--- src/rtl/rst_seq_gen.sv ---
// Reset sequencer: holds every downstream domain in reset until the PLL has
// been locked for a qualified hold period, then releases the domains one by
// one in index order. Lock loss or a software request re-runs the sequence.
`timescale 1ns/1ps

module rst_seq_gen #(
    parameter int NUM_OUT     = 4,
    parameter int HOLD_CYCLES = 2500000,
    parameter int STEP_CYCLES = 50000
) (
    input  logic               c10_clk50m,
    input  logic               clean_rst_long_n,
    input  logic               pll_locked_i,
    input  logic               soft_rst_req_i,
    output logic [NUM_OUT-1:0] rst_n_o,
    output logic               seq_done_o,
    output logic [1:0]         state_o,
    output logic [7:0]         restart_cnt_o
);

    localparam int MAX_CYCLES = (HOLD_CYCLES > STEP_CYCLES) ? HOLD_CYCLES : STEP_CYCLES;
    localparam int CNT_W      = $clog2(MAX_CYCLES + 1);
    localparam int K_W        = $clog2(NUM_OUT + 1);

    localparam logic [CNT_W-1:0]   HOLD_LAST = CNT_W'(HOLD_CYCLES - 1);
    localparam logic [CNT_W-1:0]   STEP_LAST = CNT_W'(STEP_CYCLES - 1);
    localparam logic [K_W-1:0]     K_LAST    = K_W'(NUM_OUT - 1);
    localparam logic [NUM_OUT-1:0] ONE_HOT0  = NUM_OUT'(1);

    typedef enum logic [1:0] {
        ST_HOLD    = 2'd0,
        ST_RELEASE = 2'd1,
        ST_RUN     = 2'd2
    } state_t;

    state_t             state;
    logic [CNT_W-1:0]   cnt;
    logic [K_W-1:0]     k;
    logic [NUM_OUT-1:0] rst_q;
    logic               seq_done;
    logic [7:0]         restart_cnt;

    logic locked_meta, locked_s;
    logic soft_meta, soft_s, soft_d;
    logic soft_rise;

    // Two-flop synchronizers for the asynchronous lock and request inputs,
    // plus one extra stage on the request for edge detection.
    always_ff @(posedge c10_clk50m or negedge clean_rst_long_n) begin
        if (!clean_rst_long_n) begin
            locked_meta <= 1'b0;
            locked_s    <= 1'b0;
            soft_meta   <= 1'b0;
            soft_s      <= 1'b0;
            soft_d      <= 1'b0;
        end else begin
            // NOTE: non-blocking assignments make each stage take the previous
            // stage's old value, which is what gives a real 2-flop chain.
            locked_meta <= pll_locked_i;
            locked_s    <= locked_meta;
            soft_meta   <= soft_rst_req_i;
            soft_s      <= soft_meta;
            soft_d      <= soft_s;
        end
    end

    // A held-high request yields a single pulse; re-arming needs a low cycle.
    assign soft_rise = soft_s & ~soft_d;

    // Sequencer FSM: hold count, staggered release, abort on lock loss/request.
    always_ff @(posedge c10_clk50m or negedge clean_rst_long_n) begin
        if (!clean_rst_long_n) begin
            state       <= ST_HOLD;
            cnt         <= '0;
            k           <= '0;
            rst_q       <= '0;
            seq_done    <= 1'b0;
            restart_cnt <= 8'd0;
        end else begin
            case (state)
                ST_HOLD: begin
                    if (locked_s && !soft_rise) begin
                        if (cnt == HOLD_LAST) begin
                            rst_q[0] <= 1'b1;
                            cnt      <= '0;
                            k        <= K_W'(1);
                            if (NUM_OUT == 1) begin
                                state    <= ST_RUN;
                                seq_done <= 1'b1;
                            end else begin
                                state <= ST_RELEASE;
                            end
                        end else begin
                            cnt <= cnt + 1'b1;
                        end
                    end else begin
                        // Lock loss or request while holding only restarts the count.
                        cnt <= '0;
                    end
                end

                ST_RELEASE, ST_RUN: begin
                    // NOTE: the abort branch is tested first so it overrides a
                    // release step landing on the same edge.
                    if (!locked_s || soft_rise) begin
                        state    <= ST_HOLD;
                        rst_q    <= '0;
                        seq_done <= 1'b0;
                        cnt      <= '0;
                        k        <= '0;
                        if (restart_cnt != 8'hFF) begin
                            restart_cnt <= restart_cnt + 8'd1;
                        end
                    end else if (state == ST_RELEASE) begin
                        if (cnt == STEP_LAST) begin
                            rst_q <= rst_q | (ONE_HOT0 << k);
                            cnt   <= '0;
                            k     <= k + 1'b1;
                            if (k == K_LAST) begin
                                state    <= ST_RUN;
                                seq_done <= 1'b1;
                            end
                        end else begin
                            cnt <= cnt + 1'b1;
                        end
                    end
                end

                default: begin
                    state <= ST_HOLD;
                    rst_q <= '0;
                    cnt   <= '0;
                    k     <= '0;
                end
            endcase
        end
    end

    // Every output comes straight from a flop.
    assign rst_n_o       = rst_q;
    assign seq_done_o    = seq_done;
    assign state_o       = state;
    assign restart_cnt_o = restart_cnt;

endmodule

--- config.mk ---
export PLATFORM = sky130hd
export DESIGN_NAME = rst_seq_gen
export DESIGN_NICKNAME = d
export VERILOG_FILES = /design/src/rtl/rst_seq_gen.sv
export SDC_FILE = /design/constraint.sdc
export NUM_CORES = 1
export LEC_CHECK = 0
export BUFFER_PORTS_ARGS = -buffer_cell sky130_fd_sc_hd__buf_2
export CORE_ASPECT_RATIO = 0.6
export CORE_UTILIZATION = 40
export DETAILED_ROUTE_END_ITERATION = 7
export GPL_TIMING_DRIVEN = 0
export PLACE_DENSITY = 0.63
export SLEW_MARGIN = 15
export SYNTH_ARGS = -nofsm -noshare
export SYNTH_HDL_FRONTEND = slang
export SYNTH_SLANG_ARGS = --single-unit
--- constraint.sdc ---
create_clock -name c10_clk50m -period 5.7 [get_ports c10_clk50m]
set_input_delay 0.855 -clock c10_clk50m [delete_from_list [all_inputs] [get_ports c10_clk50m]]
set_output_delay 0.855 -clock c10_clk50m [all_outputs]
set_load 0.01 [all_outputs]
* Word level (Yosys, flattened, before mapping)
Cells that the tools add are included.
Cells by class: add/subtract/negate cells 3, equal/unequal tests 11, shift operators 1, mux-type cells 30, bitwise operators 4, reduce and logical (&&, ||, !) cells 14
Operators with widths (number):
- two-way mux 22 bit | 5
- one-hot mux 22 bit (2 select lines) | 1
- adder 22 x 1 -> 22 bit, second input constant | 1
- equality test 22 x 16 -> 1 bit, second input constant | 1
- equality test 22 bit, second input constant | 1
- two-way mux 3 bit | 5
- two-way mux 2 bit | 6
- two-way mux 4 bit | 3
- one-hot mux 3 bit (2 select lines) | 2
- inequality test 3 bit, second input constant | 3
- adder 8 x 1 -> 8 bit, second input constant | 1
- inequality test 8 bit, second input constant | 1
- AND reduction 4 bit | 2
- two-way mux 1 bit | 6
- AND reduction 3 bit | 2
- nonzero test 2 bit | 3
- AND reduction 5 bit | 1
- inequality test 2 bit, second input constant | 2
- bitwise OR 4 bit | 1
- one-hot mux 2 bit (2 select lines) | 1
- << shifter 1 x 3 -> 4 bit, first input constant | 1
- adder 3 x 1 -> 3 bit, second input constant | 1
- equality test 3 x 2 -> 1 bit, second input constant | 1
- equality test 2 x 1 -> 1 bit, second input constant | 1
- 9 further kinds | 11
Word-level totals: bits in registers 45, input bits 4, output and inout bits 15

* Longest topological paths before layout
Gate-level depths: netlist (run 1).
depth in word-level cells 6, gate-level depth with buffers 8, depth with buffers taken out 7

* Worst setup path after synthesis (run 1)
Ideal clock, no wire load.
path type reg-to-reg, from register state[0] (netlist: state_o[0]), to register k[2], library setup time 0.125 ns, arrival 1.984 ns, data required time 5.575 ns, path slack 3.591 ns, cell stages (with the launch flop) 8, period minus slack after synthesis 2.109 ns, path through dfrtp_1 > inv_1 > ha_1 > nand2_1 > o31ai_1 > o31ai_4 > o21ai_2 > mux2_4
On the way: longest elaborated chain between the ends 4, elaborated cells on any way between the ends 10, classes of those cells eq/ne (6); mux (1); reduce/logical (3)
RTL lines:
- start, declared | line 36 | state_t state;
- start signal, assigned | line 73 | state <= ST_HOLD;
- start signal, assigned | line 88 | state <= ST_RUN;
- start signal, assigned | line 91 | state <= ST_RELEASE;
- equality test 2 x 1 -> 1 bit or equality test 2 bit (tied branches) | line 80, 114
- OR reduction 2 bit | line 80 | case (state)
- inequality test 3 bit (no source line)
- AND reduction 4 bit (no source line)
- end signal, assigned | line 118 | k <= k + 1'b1;
- end, declared | line 38 | logic [K_W-1:0] k;
Parallel ways exist; a longest one is shown, timed or not. A chain may end at the register's enable or synchronous reset.

* Final worst setup path (run 1)
from register state[0] (netlist: state_o[0]), to register cnt[8]
On the way: longest elaborated chain between the ends 3, elaborated cells on any way between the ends 6, classes of those cells eq/ne (3); mux (1); reduce/logical (2)
RTL lines:
- equality test 2 x 1 -> 1 bit or equality test 2 bit (tied branches) | line 80, 114
- OR reduction 2 bit | line 80
- one-hot mux 22 bit (2 select lines) or inequality test 3 bit (tied branches)
- end signal, assigned | line 94 | cnt <= cnt + 1'b1;
- end signal, assigned | line 124 | cnt <= cnt + 1'b1;
- end, declared | line 37 | logic [CNT_W-1:0] cnt;
Parallel ways exist; a longest one is shown, timed or not.

==> results of run 1 <==
==> cells in the final DEF, fill, tap and decap left out, drive strengths merged, types with 3 or more instances in the layout <==
| cell | n |
|---|---|
| nor4 | 6 |
| o21ai | 6 |
| or3 | 4 |
| nand2 | 27 |
| mux2 | 4 |
| buf | 23 |
| and2 | 6 |
| and4 | 5 |
| dfrtp | 45 |
| inv | 11 |
| a21o | 3 |
| nor3 | 9 |
| a21oi | 19 |
| nand4 | 10 |
| ha | 10 |
| a221o | 4 |
| nor2 | 11 |
| and3 | 6 |
| nand3 | 11 |
| xnor2 | 15 |
| clkbuf | 12 |
| a2111oi | 3 |
| mux2i | 3 |
| nor3b | 4 |
| o211ai | 3 |
==> flip-flops by register name (all words and copies together), names as in the netlist <==
signal	cells
state_o	2
restart_cnt_o	8
cnt	22
rst_n_o	4
locked_meta	1
soft_d	1
seq_done_o	1
soft_s	1
soft_meta	1
locked_s	1
k	3
==> cells by family (layout without fill, tap and decap cells) <==
group                    after synthesis  count (layout)
AO/OA/AOI/OAI                         51              51
adder cells (fa/ha/maj)               10              10
flip-flops                            45              45
multiplexers                           7               7
buffers and inverters                 23              49
XOR/XNOR                              17              17
AND/OR/NAND/NOR                      112             112
==> layout make-up <==
type	instances	area, sq um
fill	624	3290
multi-input combinational	197	1390
sequential	45	1130
tap	84	105
timing repair buffer	18	90.1
clock buffer	5	68.8
buffer	12	60.1
clock inverter	3	46.3
inverter	11	41.3
==> power groups by stage <==
stage	clock (mW)	combinational (mW)	sequential (mW)
6_report	0.249	0.0194	0.324
5_1_grt	0.267	0.0225	0.325
4_1_cts	0.255	0.0203	0.324
3_5_place_dp	0	0.0201	0.331
3_3_place_gp	0	0.0199	0.330
2_1_floorplan	0	0.00964	0.330
==> how the worst min path moves through the flow <==
stage / start / slack [ns] / to / cells after the start
finish: locked_meta / 0.36 / locked_s / 0
CTS: locked_meta / 0.36 / locked_s / 0
global placement: soft_meta / 0.34 / soft_s / 0
detailed placement: locked_meta / 0.34 / locked_s / 0
global route: locked_meta / 0.38 / locked_s / 0
floorplan: locked_meta / 0.33 / locked_s / 0
==> routing by layer <==
metal | part of all wire [%] | wire length, um | vias up | GRT usage (%)
li1 | - | - | 1019 | -
met1 | 57 | 3220 | 986 | 30.5
met2 | 36 | 2050 | 47 | 22.6
met3 | 5.9 | 332 | 7 | 3.62
met4 | 1.0 | 58 | 0 | 5.14
met5 | 0 | 0 | - | 0
==> worst register-to-register path, stage by stage, from the launching register on <==
cell and delay, ns:
dfrtp_1 0.43, inv_1 0.06, ha_1 0.37, nand2_1 0.18, nor3_1 0.47, o21ai_2 0.29
a2111oi_0 0.49, a221o_1 0.17
==> results.yml, run 1 <==
yosys:
  synthFlopType: "dfrtp_1"
  syn-num-nets: 279
  synth_top_area_share_pct: 43.0
  synth_adder_area_share_pct: 4.77
  synth_compound_area_share_pct: 14.1
  avgSynthCellArea_sq_um: 9.89
  yosysWarnings: 0
  synth.most_common_cell: "dfrtp_1"
  netlist_area_sq_um: 2620
  ys_ff_latch: 45
  synthMuxAreaShare_pct: 3.15
  async_flop_share_pct: 100
  synth_common_cells: "45 x dfrtp_1, 26 x nand2_1, 19 x a21oi_1, 15 x xnor2_1"
  synthCells: 265
  yosys.area_share.simple_pct: 25.5
  synth_edf_count: 0
  ys_types: 58
  synth_xor_area_share_pct: 5.68
  synth-seq-area-share_pct: 43.0
  synth_top_cell_by_area: "dfrtp_1"
  synth.area.top_cells: "dfrtp_1 43%, xnor2_1 5.0%, ha_1 4.8%"
  synth_top_family_by_area: "simple AND/OR/NAND/NOR gates"
clock_tree:
  htreeDepth: 2
  path_clk_slew_ns: 0.09
  clockBufferDepth: 2
  postCtsSetupBuffers: 0
  cts_root_buffer: "clkbuf_8"
  cts_tree: "done"
  clock_sinks: 45
  clk_latency_ns: 0.31
  holdBufCountCts: 0
  cts_resized: 0
  cts-buffers-inserted: 5
critical_path:
  cp.buffers_inverters: 1
  r2r_start: "state_o[0]"
  path_max_fanout: 10
  crit_family: "compound AO/OA/AOI/OAI gates"
  worst_path_max_delay_cell: "a2111oi_0"
  rrSetupSlack_ns: 3.18
  max_stage_delay_ns: 0.49
  cp_data_arrival_time_ns: 2.77
  cp.depth: 7
  critPathLaunch: "state_o[0]"
  reg2reg_depth: 7
  endpoint: "cnt[8]"
  start_kind: "flop"
  worstSetupEndpointType: "flop"
  path_cells: "inv_1 > ha_1 > nand2_1 > nor3_1 > o21ai_2 > a2111oi_0 > a221o_1"
  critPathRequiredTime_ns: 5.95
  worstSetupPathType: "flop to flop"
  r2r-end: "cnt[8]"
placement:
  numPortBuffers: 18
  gp_congestion: 0.841
  dpl.hpwl_um: 4290
  dp_slack_ns: 3.22
  place_inst: 367
  postPlaceCellArea_sq_um: 2820
drt:
  drt_first_pass_iters: 5
  wire_per_inst_um: 15.1
  post-route-drc-count: 0
  dr_total_vias: 2059
  detail-route-antenna-nets: 0
  routed_wl_um: 5660
  post_drt_via_cell_ratio: 5.49
  drtIter0Drc: 208
floorplanning:
  pin_count: 19
  dieHeight_um: 64.7
  coreArea_sq_um: 6220
  die_x_um: 107
  die_area_sq_um: 6890
  rows: 22
  start_util_pct: 42.1
timing:
  setup_ws_ns: 3.18
  drv_slew: 0
  layout_worst_path_cycle_share_pct: 44.3
  worst_slew_pin_slew_ns: 0.967
  fmax_ghz: 0.396
  slew_headroom_pct: 35.5
  period_needed_ns: 2.52
  timing.setup.tns_ns: 0
  setup_viol: 0
  hold_viol_final: 0
  finClkSkew_ns: 0.00449
  rsz0062_at_grt: "false"
  holdWs_ns: 0.358
finish:
  design_area_sq_um: 2930
  drive_above_1_share_pct: 16.5
  final_cells: 375
  layout.nets: 304
  fin_util_pct: 47.1
  diodes: 0
  area_delta_synth_final_pct: 11.8
power_and_ir_drop:
  power_frac_seq_pct: 54.8
  combPwrFrac_pct: 3.3
  clkPwrFrac_pct: 42.0
  p_leak_nw: 1.30
  power.share.switching_pct: 22.6
  power_uw: 592
  switchingPower_uw: 134
  intPower_uw: 458
  power_density_nw_per_um2: 202
  ir_worst_vdd_mv: 0.0889
grt:
  overflow: 0
  antenna_found_initial: 0
  grt_max_degree: 46
  grt_use_total_pct: 18.3
  grt_pass1_wl_um: 9720
  grt_pass1_vias: 1833
worst_hold_path:
  hp-class: "flop to flop"
outcome:
  status: "completed"
job:
  maxCapViolations: 0
Note: power is estimated with default switching activity, not from simulation.
==> inputs of run 2 (changes only) <==
==> constraint.sdc (replaced) <==
create_clock -name c10_clk50m -period 2.4 [get_ports c10_clk50m]
set_input_delay 0.36 -clock c10_clk50m [delete_from_list [all_inputs] [get_ports c10_clk50m]]
set_output_delay 0.36 -clock c10_clk50m [all_outputs]
set_load 0.01 [all_outputs]
==> run 2 against run 1 <==
Compared with the run above:
- non-clock buffer count unchanged
- largest cell class unchanged
- first-iteration DRC count fell by 20%
- setup slack got worse by 3.0 ns
- combinational power rose by 150%
==> results.yml, run 2 (synthesis results as in run 1) <==
power_and_ir_drop:
  power.share.switching_pct: 22.8
  power_density_nw_per_um2: 474
  ir_worst_vdd_mv: 0.211
  switchingPower_uw: 321
  combPwrFrac_pct: 3.4
  intPower_mw: 1.09
  power_mw: 1.41
  p_leak_nw: 1.30
  power_frac_seq_pct: 54.6
  clkPwrFrac_pct: 42.0
finish:
  largest-register: "cnt"
  drive_above_1_share_pct: 18.6
  largest_reg_flops: 22
  layout.nets: 304
  layout_commonest_cell: "dfrtp_1"
  layout_common_cells: "45 x dfrtp_1, 25 x nand2_1, 21 x buf_2, 19 x a21oi_1, 15 x xnor2_1"
  diodes: 0
  fill_cells: 618
  area_delta_synth_final_pct: 13.4
  fin_util_pct: 47.8
  multi_input_area_sq_um: 1430
  final_cells: 375
  regArea_sq_um: 1130
critical_path:
  worstSetupEndpointType: "flop"
  worstSetupPathType: "flop to flop"
  cp_data_arrival_time_ns: 2.47
  path_max_fanout: 8
  start_kind: "flop"
  critPathRequiredTime_ns: 2.60
drt:
  routed_wl_um: 5700
  drtIter0Drc: 166
  wire_per_inst_um: 15.2
  dr_total_vias: 2069
  post_drt_via_cell_ratio: 5.52
  post-route-drc-count: 0
  drt_first_pass_iters: 5
  detail-route-antenna-nets: 0
timing:
  setup_viol: 0
  fmax_ghz: 0.441
  worst_slew_pin_slew_ns: 0.986
  rsz0062_at_grt: "false"
  finClkSkew_ns: 0.00406
  period_needed_ns: 2.27
  drv_slew: 0
  slew_headroom_pct: 34.3
  layout_worst_path_cycle_share_pct: 94.4
  hold_viol_final: 0
clock_tree:
  clock_sinks: 45
  clockBufferDepth: 2
  cts_root_buffer: "clkbuf_8"
  path_clk_slew_ns: 0.09
  htreeDepth: 2
  clk_latency_ns: 0.31
  cts-buffers-inserted: 5
  postCtsSetupBuffers: 0
  cts_tree: "done"
floorplanning:
  start_util_pct: 42.1
  die_area_sq_um: 6890
  dieHeight_um: 64.7
  rows: 22
  pin_count: 19
  coreArea_sq_um: 6220
  die_x_um: 107
job:
  maxCapViolations: 0
placement:
  dpl.hpwl_um: 4290
  place_inst: 367
  gp_congestion: 0.841
  numPortBuffers: 18
grt:
  grt_max_degree: 46
  grt_pass1_wl_um: 9720
  grt_pass1_vias: 1833
  antenna_found_initial: 0
  grt_use_total_pct: 18.3
  overflow: 0
worst_hold_path:
  hp-class: "input port to flop"
outcome:
  status: "completed"
## run 2: path summary, 6_finish.rpt
kind                                   end             start  cells after the start  slack [ns]
worst min-delay path             soft_meta    soft_rst_req_i                      1        0.15
worst max-delay path                  k[2]        state_o[1]                      8        0.13
min in group asynchronous       rst_n_o[1]  clean_rst_long_n                      1        0.21
max in group asynchronous           cnt[4]  clean_rst_long_n                      1        1.59
worst min register to register    locked_s       locked_meta                      0        0.36
worst max register to register        k[2]        state_o[1]                      8        0.13
## run 2: power groups by stage
stage / registers [mW] / clock network (mW) / logic (mW)
6_report: 0.770 / 0.592 / 0.0478
2_1_floorplan: 0.784 / 0 / 0.0229
5_1_grt: 0.771 / 0.635 / 0.0547
3_3_place_gp: 0.785 / 0 / 0.0472
3_5_place_dp: 0.785 / 0 / 0.0478
4_1_cts: 0.770 / 0.607 / 0.0483
## run 2: through the flow
stage | setup slack [ns] | hold slack [ns] | instance area [sq um] | setup TNS (ns)
2_1_floorplan | 0.291 | 0.0644 | 2620 | 0
3_3_place_gp | -0.0419 | 0.338 | 2820 | -0.308
3_5_place_dp | -0.0769 | 0.339 | 2820 | -0.571
4_1_cts | 0.0346 | 0.141 | 2940 | 0
5_1_grt | 0.00316 | 0.133 | 2970 | 0
6_report | 0.135 | 0.151 | 2970 | 0
## run 2: area by class of cell
class	instances	area share (%)
Buffer	12	2.15
Multi-Input combinational cell	197	48.1
Clock inverter	3	1.56
Timing Repair Buffer	18	3.03
Clock buffer	5	2.32
Sequential cell	45	37.9
Tap cell	84	3.54
Inverter	11	1.39
## run 2: per-layer routing
metal	vias up	track usage [%]	routed length (um)
li1	1021	-	-
met1	989	30.5	3220
met2	51	22.6	2070
met3	8	3.62	344
met4	0	5.14	65
met5	-	0	0
## run 2: what timing repair did
action                                  in CTS  in global routing
gates resized for setup                      1                 12
pin swaps                                    0                  0
endpoints found under the setup margin      13                 22
hold buffers                                 0                  0
## run 2: worst max-delay path: stages (launching register included)
cell,delay [ns]
dfrtp_1,0.42
inv_1,0.09
ha_1,0.14
clkbuf_1,0.40
nand2b_1,0.17
nand3_1,0.15
o31ai_4,0.28
o21ai_2,0.17
mux2_4,0.33
